`src/rtl/idu_ibuf_if.sv`:
```
// Fetch-to-decode bus for the instruction buffer: enqueue side, flush, and head-of-queue side.
// Valid/ready: a transfer happens on a rising edge where valid && ready are both high; neither side may wait for the other before asserting its own signal.
interface idu_ibuf_if #(
    parameter int DEPTH = 4,
    parameter int XLEN  = 32,
    parameter int ILEN  = 32
);
    localparam int CW = $clog2(DEPTH) + 1;

    logic            flush;
    logic            pre_valid;
    logic            pre_ready;
    logic [XLEN-1:0] pc;
    logic [ILEN-1:0] instr;
    logic            post_valid;
    logic            post_ready;
    logic [XLEN-1:0] head_pc;
    logic [ILEN-1:0] head_instr;
    logic            sysins;
    logic            ecall;
    logic            mret;
    logic            jal;
    logic            jalr;
    logic            brch;
    logic [CW-1:0]   count;

    modport master (
        output flush, pre_valid, pc, instr, post_ready,
        input  pre_ready, post_valid, head_pc, head_instr,
               sysins, ecall, mret, jal, jalr, brch, count
    );

    modport slave (
        input  flush, pre_valid, pc, instr, post_ready,
        output pre_ready, post_valid, head_pc, head_instr,
               sysins, ecall, mret, jal, jalr, brch, count
    );
endinterface

```
`src/rtl/idu_ibuf.sv`:
```
// Instruction buffer between fetch and decode: DEPTH-entry circular FIFO that stores
// control-class predecode bits alongside each {pc, instr} pair.
module idu_ibuf #(
    parameter int DEPTH = 4,
    parameter int XLEN  = 32,
    parameter int ILEN  = 32
) (
    input logic     i_clk,
    input logic     i_rst_n,
    idu_ibuf_if.slave bus
);
    localparam int AW = $clog2(DEPTH);
    localparam int CW = AW + 1;
    localparam logic [CW-1:0] FULL = CW'(DEPTH);

    typedef struct packed {
        logic [XLEN-1:0] pc;
        logic [ILEN-1:0] instr;
        logic [5:0]      pd;     // {sysins, ecall, mret, jal, jalr, brch}
    } entry_t;

    entry_t        mem [DEPTH];
    logic [AW-1:0] wp;
    logic [AW-1:0] rp;
    logic [CW-1:0] cnt;
    logic          enq;
    logic          deq;
    entry_t        head;

    function automatic logic [5:0] predecode(input logic [ILEN-1:0] ins);
        logic [6:0] op;
        logic       sys;
        op  = ins[6:0];
        sys = (op == 7'b1110011);
        return {sys,
                sys && (ins[31:7] == 25'd0),
                ins == 32'h3020_0073,
                op == 7'b1101111,
                op == 7'b1100111,
                op == 7'b1100011};
    endfunction

    // A full buffer still accepts when decode drains the head in the same cycle.
    assign bus.pre_ready  = ((cnt < FULL) || bus.post_ready) && !bus.flush;
    assign bus.post_valid = (cnt != '0) && !bus.flush;

    assign enq = bus.pre_valid && bus.pre_ready;
    assign deq = bus.post_valid && bus.post_ready;

    assign head           = mem[rp];
    assign bus.head_pc    = head.pc;
    assign bus.head_instr = head.instr;
    assign bus.sysins     = head.pd[5];
    assign bus.ecall      = head.pd[4];
    assign bus.mret       = head.pd[3];
    assign bus.jal        = head.pd[2];
    assign bus.jalr       = head.pd[1];
    assign bus.brch       = head.pd[0];
    assign bus.count      = cnt;

    always_ff @(posedge i_clk or negedge i_rst_n) begin
        if (!i_rst_n) begin
            wp  <= '0;
            rp  <= '0;
            cnt <= '0;
            for (int i = 0; i < DEPTH; i++) begin
                mem[i] <= '0;
            end
        end else if (bus.flush) begin
            // Entry contents are left stale; only the pointers matter.
            wp  <= '0;
            rp  <= '0;
            cnt <= '0;
        end else begin
            if (enq) begin
                mem[wp] <= '{pc: bus.pc, instr: bus.instr, pd: predecode(bus.instr)};
                wp      <= wp + 1'b1;
            end
            if (deq) begin
                rp <= rp + 1'b1;
            end
            if (enq && !deq) begin
                cnt <= cnt + 1'b1;
            end else if (!enq && deq) begin
                cnt <= cnt - 1'b1;
            end
        end
    end
endmodule

```
`src/flat_wrapper.sv`:
```
// flat-port wrapper written by rule: the top's interface ports become plain ports
module idu_ibuf_flat 
#(
    parameter int DEPTH = 4,
    parameter int XLEN  = 32,
    parameter int ILEN  = 32
)
  (i_clk, i_rst_n, bus_flush, bus_pre_valid, bus_pc, bus_instr, bus_post_ready, bus_pre_ready, bus_post_valid, bus_head_pc, bus_head_instr, bus_sysins, bus_ecall, bus_mret, bus_jal, bus_jalr, bus_brch, bus_count);
  idu_ibuf_if #(.DEPTH(DEPTH), .XLEN(XLEN), .ILEN(ILEN)) bus_i ();
  input logic i_clk;
  input logic i_rst_n;
  input wire logic [$bits(bus_i.flush)-1:0] bus_flush;
  input wire logic [$bits(bus_i.pre_valid)-1:0] bus_pre_valid;
  input wire logic [$bits(bus_i.pc)-1:0] bus_pc;
  input wire logic [$bits(bus_i.instr)-1:0] bus_instr;
  input wire logic [$bits(bus_i.post_ready)-1:0] bus_post_ready;
  output wire logic [$bits(bus_i.pre_ready)-1:0] bus_pre_ready;
  output wire logic [$bits(bus_i.post_valid)-1:0] bus_post_valid;
  output wire logic [$bits(bus_i.head_pc)-1:0] bus_head_pc;
  output wire logic [$bits(bus_i.head_instr)-1:0] bus_head_instr;
  output wire logic [$bits(bus_i.sysins)-1:0] bus_sysins;
  output wire logic [$bits(bus_i.ecall)-1:0] bus_ecall;
  output wire logic [$bits(bus_i.mret)-1:0] bus_mret;
  output wire logic [$bits(bus_i.jal)-1:0] bus_jal;
  output wire logic [$bits(bus_i.jalr)-1:0] bus_jalr;
  output wire logic [$bits(bus_i.brch)-1:0] bus_brch;
  output wire logic [$bits(bus_i.count)-1:0] bus_count;
  assign bus_i.flush = bus_flush;
  assign bus_i.pre_valid = bus_pre_valid;
  assign bus_i.pc = bus_pc;
  assign bus_i.instr = bus_instr;
  assign bus_i.post_ready = bus_post_ready;
  assign bus_pre_ready = bus_i.pre_ready;
  assign bus_post_valid = bus_i.post_valid;
  assign bus_head_pc = bus_i.head_pc;
  assign bus_head_instr = bus_i.head_instr;
  assign bus_sysins = bus_i.sysins;
  assign bus_ecall = bus_i.ecall;
  assign bus_mret = bus_i.mret;
  assign bus_jal = bus_i.jal;
  assign bus_jalr = bus_i.jalr;
  assign bus_brch = bus_i.brch;
  assign bus_count = bus_i.count;
  idu_ibuf #(.DEPTH(DEPTH), .XLEN(XLEN), .ILEN(ILEN)) u_core (.i_clk(i_clk), .i_rst_n(i_rst_n), .bus(bus_i));
endmodule
```
`config.mk`:
```
export PLATFORM = sky130hd
export DESIGN_NAME = idu_ibuf_flat
export DESIGN_NICKNAME = d
export VERILOG_FILES = /design/src/rtl/idu_ibuf_if.sv /design/src/rtl/idu_ibuf.sv /design/src/flat_wrapper.sv
export SDC_FILE = /design/constraint.sdc
export NUM_CORES = 1
export LEC_CHECK = 0
export CORE_UTILIZATION = 45
export DETAILED_ROUTE_END_ITERATION = 10
export MAX_ROUTING_LAYER = met4
export PLACE_DENSITY = 0.76
export SLEW_MARGIN = 10
export SYNTH_ARGS = -nofsm -noshare
export SYNTH_HDL_FRONTEND = slang
export SYNTH_SLANG_ARGS = --single-unit
```
`constraint.sdc`:
```
create_clock -name i_clk -period 2.4 [get_ports i_clk]
set_input_delay 0.48 -clock i_clk [delete_from_list [all_inputs] [get_ports i_clk]]
set_output_delay 0.48 -clock i_clk [all_outputs]
set_load 0.02 [all_outputs]
```
==> flow_summary_export.csv <==
group,metric,value,unit
run_status,status,"finished, violations left",
run_status,violations,"setup timing",
yosys,async_flop_share,100,%
yosys,synth_adder_area_share,0.549,%
die,die_x,170,um
routing,dr.pass1.iters,4,
clocking,clock_sinks,287,
yosys,synth_top_flop_cell,"dfrtp_1",
critical_path,end_kind,"primary output",
sta,rsz0062_at_grt,"yes",
sta,fin_skew,0.0141,ns
yosys,ys_types,37,
global_route,met2_usage,32.5,%
pwr,p_leak,7.20,nW
sta,fin_crit_sh,107,%
sta,layout_min_cycle_time,2.56,ns
yosys,yosys.area.top_type,"dfrtp_1",
pwr,totalPowerFinal,21.2,mW
yosys,netlist_area,12800,um^2
critical_path,start_kind,"register",
yosys,synth_top_family_by_area,"multiplexers",
sta,finalSetupViolCount,70,
routing,drtIter0Drc,302,
placement,routabilityCongestion,0.755,
critical_path,cp_num_buf_inv,4,
global_route,use_met1,28.0,%
yosys,synth_most_common_cell,"dfrtp_1",
critical_path,cp.depth,5,
clocking,htreeDepth,1,
critical_path,ff2ff_path_depth,7,
yosys,ys_top_cells_by_area,"dfrtp_1, mux2_2, mux4_2, buf_6, mux2_1",
yosys,yosysWarningCount,0,
routing,post-route-drc-count,0,
layout,regArea,7190,um^2
layout,num_antenna_cells,0,
critical_path,critPathRequiredTime,1.92,ns
routing,ant_nets,0,
clocking,cts_buffers,30,
placement,place_hpwl,17.0,mm
sta,hold_violations,0,
die,core.rowCount,61,
yosys,ys_seq_area_share,56.3,%
global_route,overflow,0,
global_route,grt_use_total,20.5,%
layout,drive_above_1_share,52.5,%
yosys,avgSynthCellArea,16.9,um^2
critical_path,crit_chain,"buf_6 > buf_16 > buf_6 > mux4_2 > buf_6",
pwr,powerDensity,1300,nW/um^2
yosys,synth-compound-area-share,1.06,%
yosys,ys_ff_latch,287,
global_route,grt_busiest_layer,"met2",
sta,hold_ws,0.476,ns
die,dieArea,29000,um^2
run,maxCapViolCount,0,
sta,slew_viol_final,0,
yosys,syn_inst,757,
global_route,grt_pass1_wl,44.7,mm
layout,syn_to_final_growth,27.2,%
die,io_pins,144,
critical_path,arrival,2.08,ns
yosys,synth_enable_flop_cells,0,
die,start_util,45.8,%
min_path,whs_path_depth,2,
critical_path,crit_top_cell,"buf_6",
yosys,synthXorXnorAreaFrac,0.206,%
sta,fmax,390,MHz
global_route,grt_antenna_before_repair,0,
routing,wl,27.9,mm
die,die_y,170,um
clocking,root_buffer,"clkbuf_16",
sta,slew_headroom,56.9,%
pwr,peakVddDrop,0.814,mV
global_route,grt.met3_usage,3.63,%
layout,fillers,2110,
routing,vias,7270,
die,core_area,27900,um^2
layout,utilization,58.3,%
yosys,synthSimpleGateAreaFrac,2.54,%
yosys,yosysTopAreaCellShare,56.3,%
global_route,grt_pass1_vias,8010,
global_route,grt_max_degree,75,
yosys,synth.area.mux_share,36.2,%
sta,tns,-5.96,ns
layout,fin_nets,1023,
clocking,cts_buffer_depth,3,
critical_path,path_max_fanout,5,
routing,routedWlPerCell,20.7,um
clocking,tritoncts,"built",
sta,worstMarginPinSlew,0.647,ns
min_path,hold_path.class,"reg -> reg",
placement,io_buffers,143,
yosys,syn_nets,831,
critical_path,criticalPathCategory,"reg -> out",
sta,setup_ws,-0.163,ns
routing,via_per_inst,5.40,
yosys,synth_common_cells,"dfrtp_1, mux2_2, mux4_2",
clocking,clk_latency,0.54,ns
clocking,cts.reportedPaths.clkPinSlew,0.06,ns
critical_path,slowest_delay,0.54,ns
layout,multi_input_area,5170,um^2
critical_path,critPathTopFamily,"buffers and inverters",
critical_path,crit_path_top_delay_cell,"dfrtp_4",
[layout by cell type (no fill, tap or decap), types with 5 or more instances in the layout]
master,n
clkbuf_16,34
clkinv_2,7
a22o_1,8
clkbuf_1,5
nand2_1,5
mux2_1,22
buf_2,11
clkbuf_8,6
nor2_1,18
buf_4,27
mux2_2,248
buf_6,65
buf_12,22
dfrtp_1,284
o21ai_0,6
clkdlybuf4s50_1,70
mux4_2,70
nor4_1,5
[cells by family after synthesis]
| kind of cell | Yosys count |
|---|---|
| compound gates | 19 |
| simple gates | 50 |
| flops | 287 |
| mux | 340 |
| buf+inv | 53 |
| xor+xnor | 3 |
| fa+ha+maj | 5 |
[worst reg2reg max path: cells and delay by family (launching register included)]
| kind | cells | cell delay, ns |
|---|---|---|
| adder cells (fa/ha/maj) | 1 | 0.48 |
| flip-flops | 1 | 0.43 |
| AND/OR/NAND/NOR | 4 | 0.30 |
| multiplexers | 1 | 0.25 |
| buffers and inverters | 1 | 0.18 |
[metrics by stage]
step | cell area (um^2) | setup WS (ns) | cells
finish | 16200 | -0.163 | 1347
global route | 16200 | -0.215 | 1347
CTS | 16000 | -0.213 | 1344
detailed placement | 14900 | 0.0101 | 1280
global placement | 14900 | 0.0380 | 1280
floorplan | 12800 | 0.530 | 757
[worst paths after layout]
check | start | endpoint | slack (ns)
worst max-delay path | u_core.rp[0] | bus_jal | -0.16
worst min-delay path | u_core.mem[212] | u_core.mem[212] | 0.48
worst max register to register | u_core.bus.count[2] | u_core.bus.count[1] | 0.65
worst min register to register | u_core.mem[212] | u_core.mem[212] | 0.48
max in group asynchronous | i_rst_n | u_core.mem[261] | 1.17
min in group asynchronous | i_rst_n | u_core.mem[40] | 0.53
[sequential cells by signal, indices dropped and copies added, names as in the netlist]
name,flops
u_core.bus.count,3
u_core.mem,280
u_core.rp,2
u_core.wp,2
[layer usage]
layer / share of wire, % / vias up
met2: 49 / 154
li1: - / 3225
met1: 45 / 3858
met4: 1.3 / 0
met3: 4.8 / 33
met5: 0 / -
[timing repair]
action | 4_1_cts | 5_1_grt
setup buffers | 7 | 1
gates cloned | 4 | 3
resized for setup | 359 | 61
setup endpoints to repair | 70 | 72
hold buffers | 1 | 0
endpoints found under the hold margin | 64 | 0
pin swaps | 0 | 0
[power breakdown]
group / internal, mW / leakage (nW) / switching [mW]
clock: 2.74 / 0.487 / 1.84
sequential: 6.82 / 3.62 / 1.02
combinational: 5.16 / 3.09 / 3.57
total: 14.7 / 7.20 / 6.43
[final cells by class]
cell class | instances | share of cell area, %
clock buffers | 42 | 5.40
clock inverters | 10 | 0.632
inverters | 5 | 0.131
multi-input cells | 417 | 31.9
flip-flops and latches | 287 | 44.3
well taps | 378 | 2.91
repair buffers | 208 | 14.8
(Power assumes the default switching activity.)
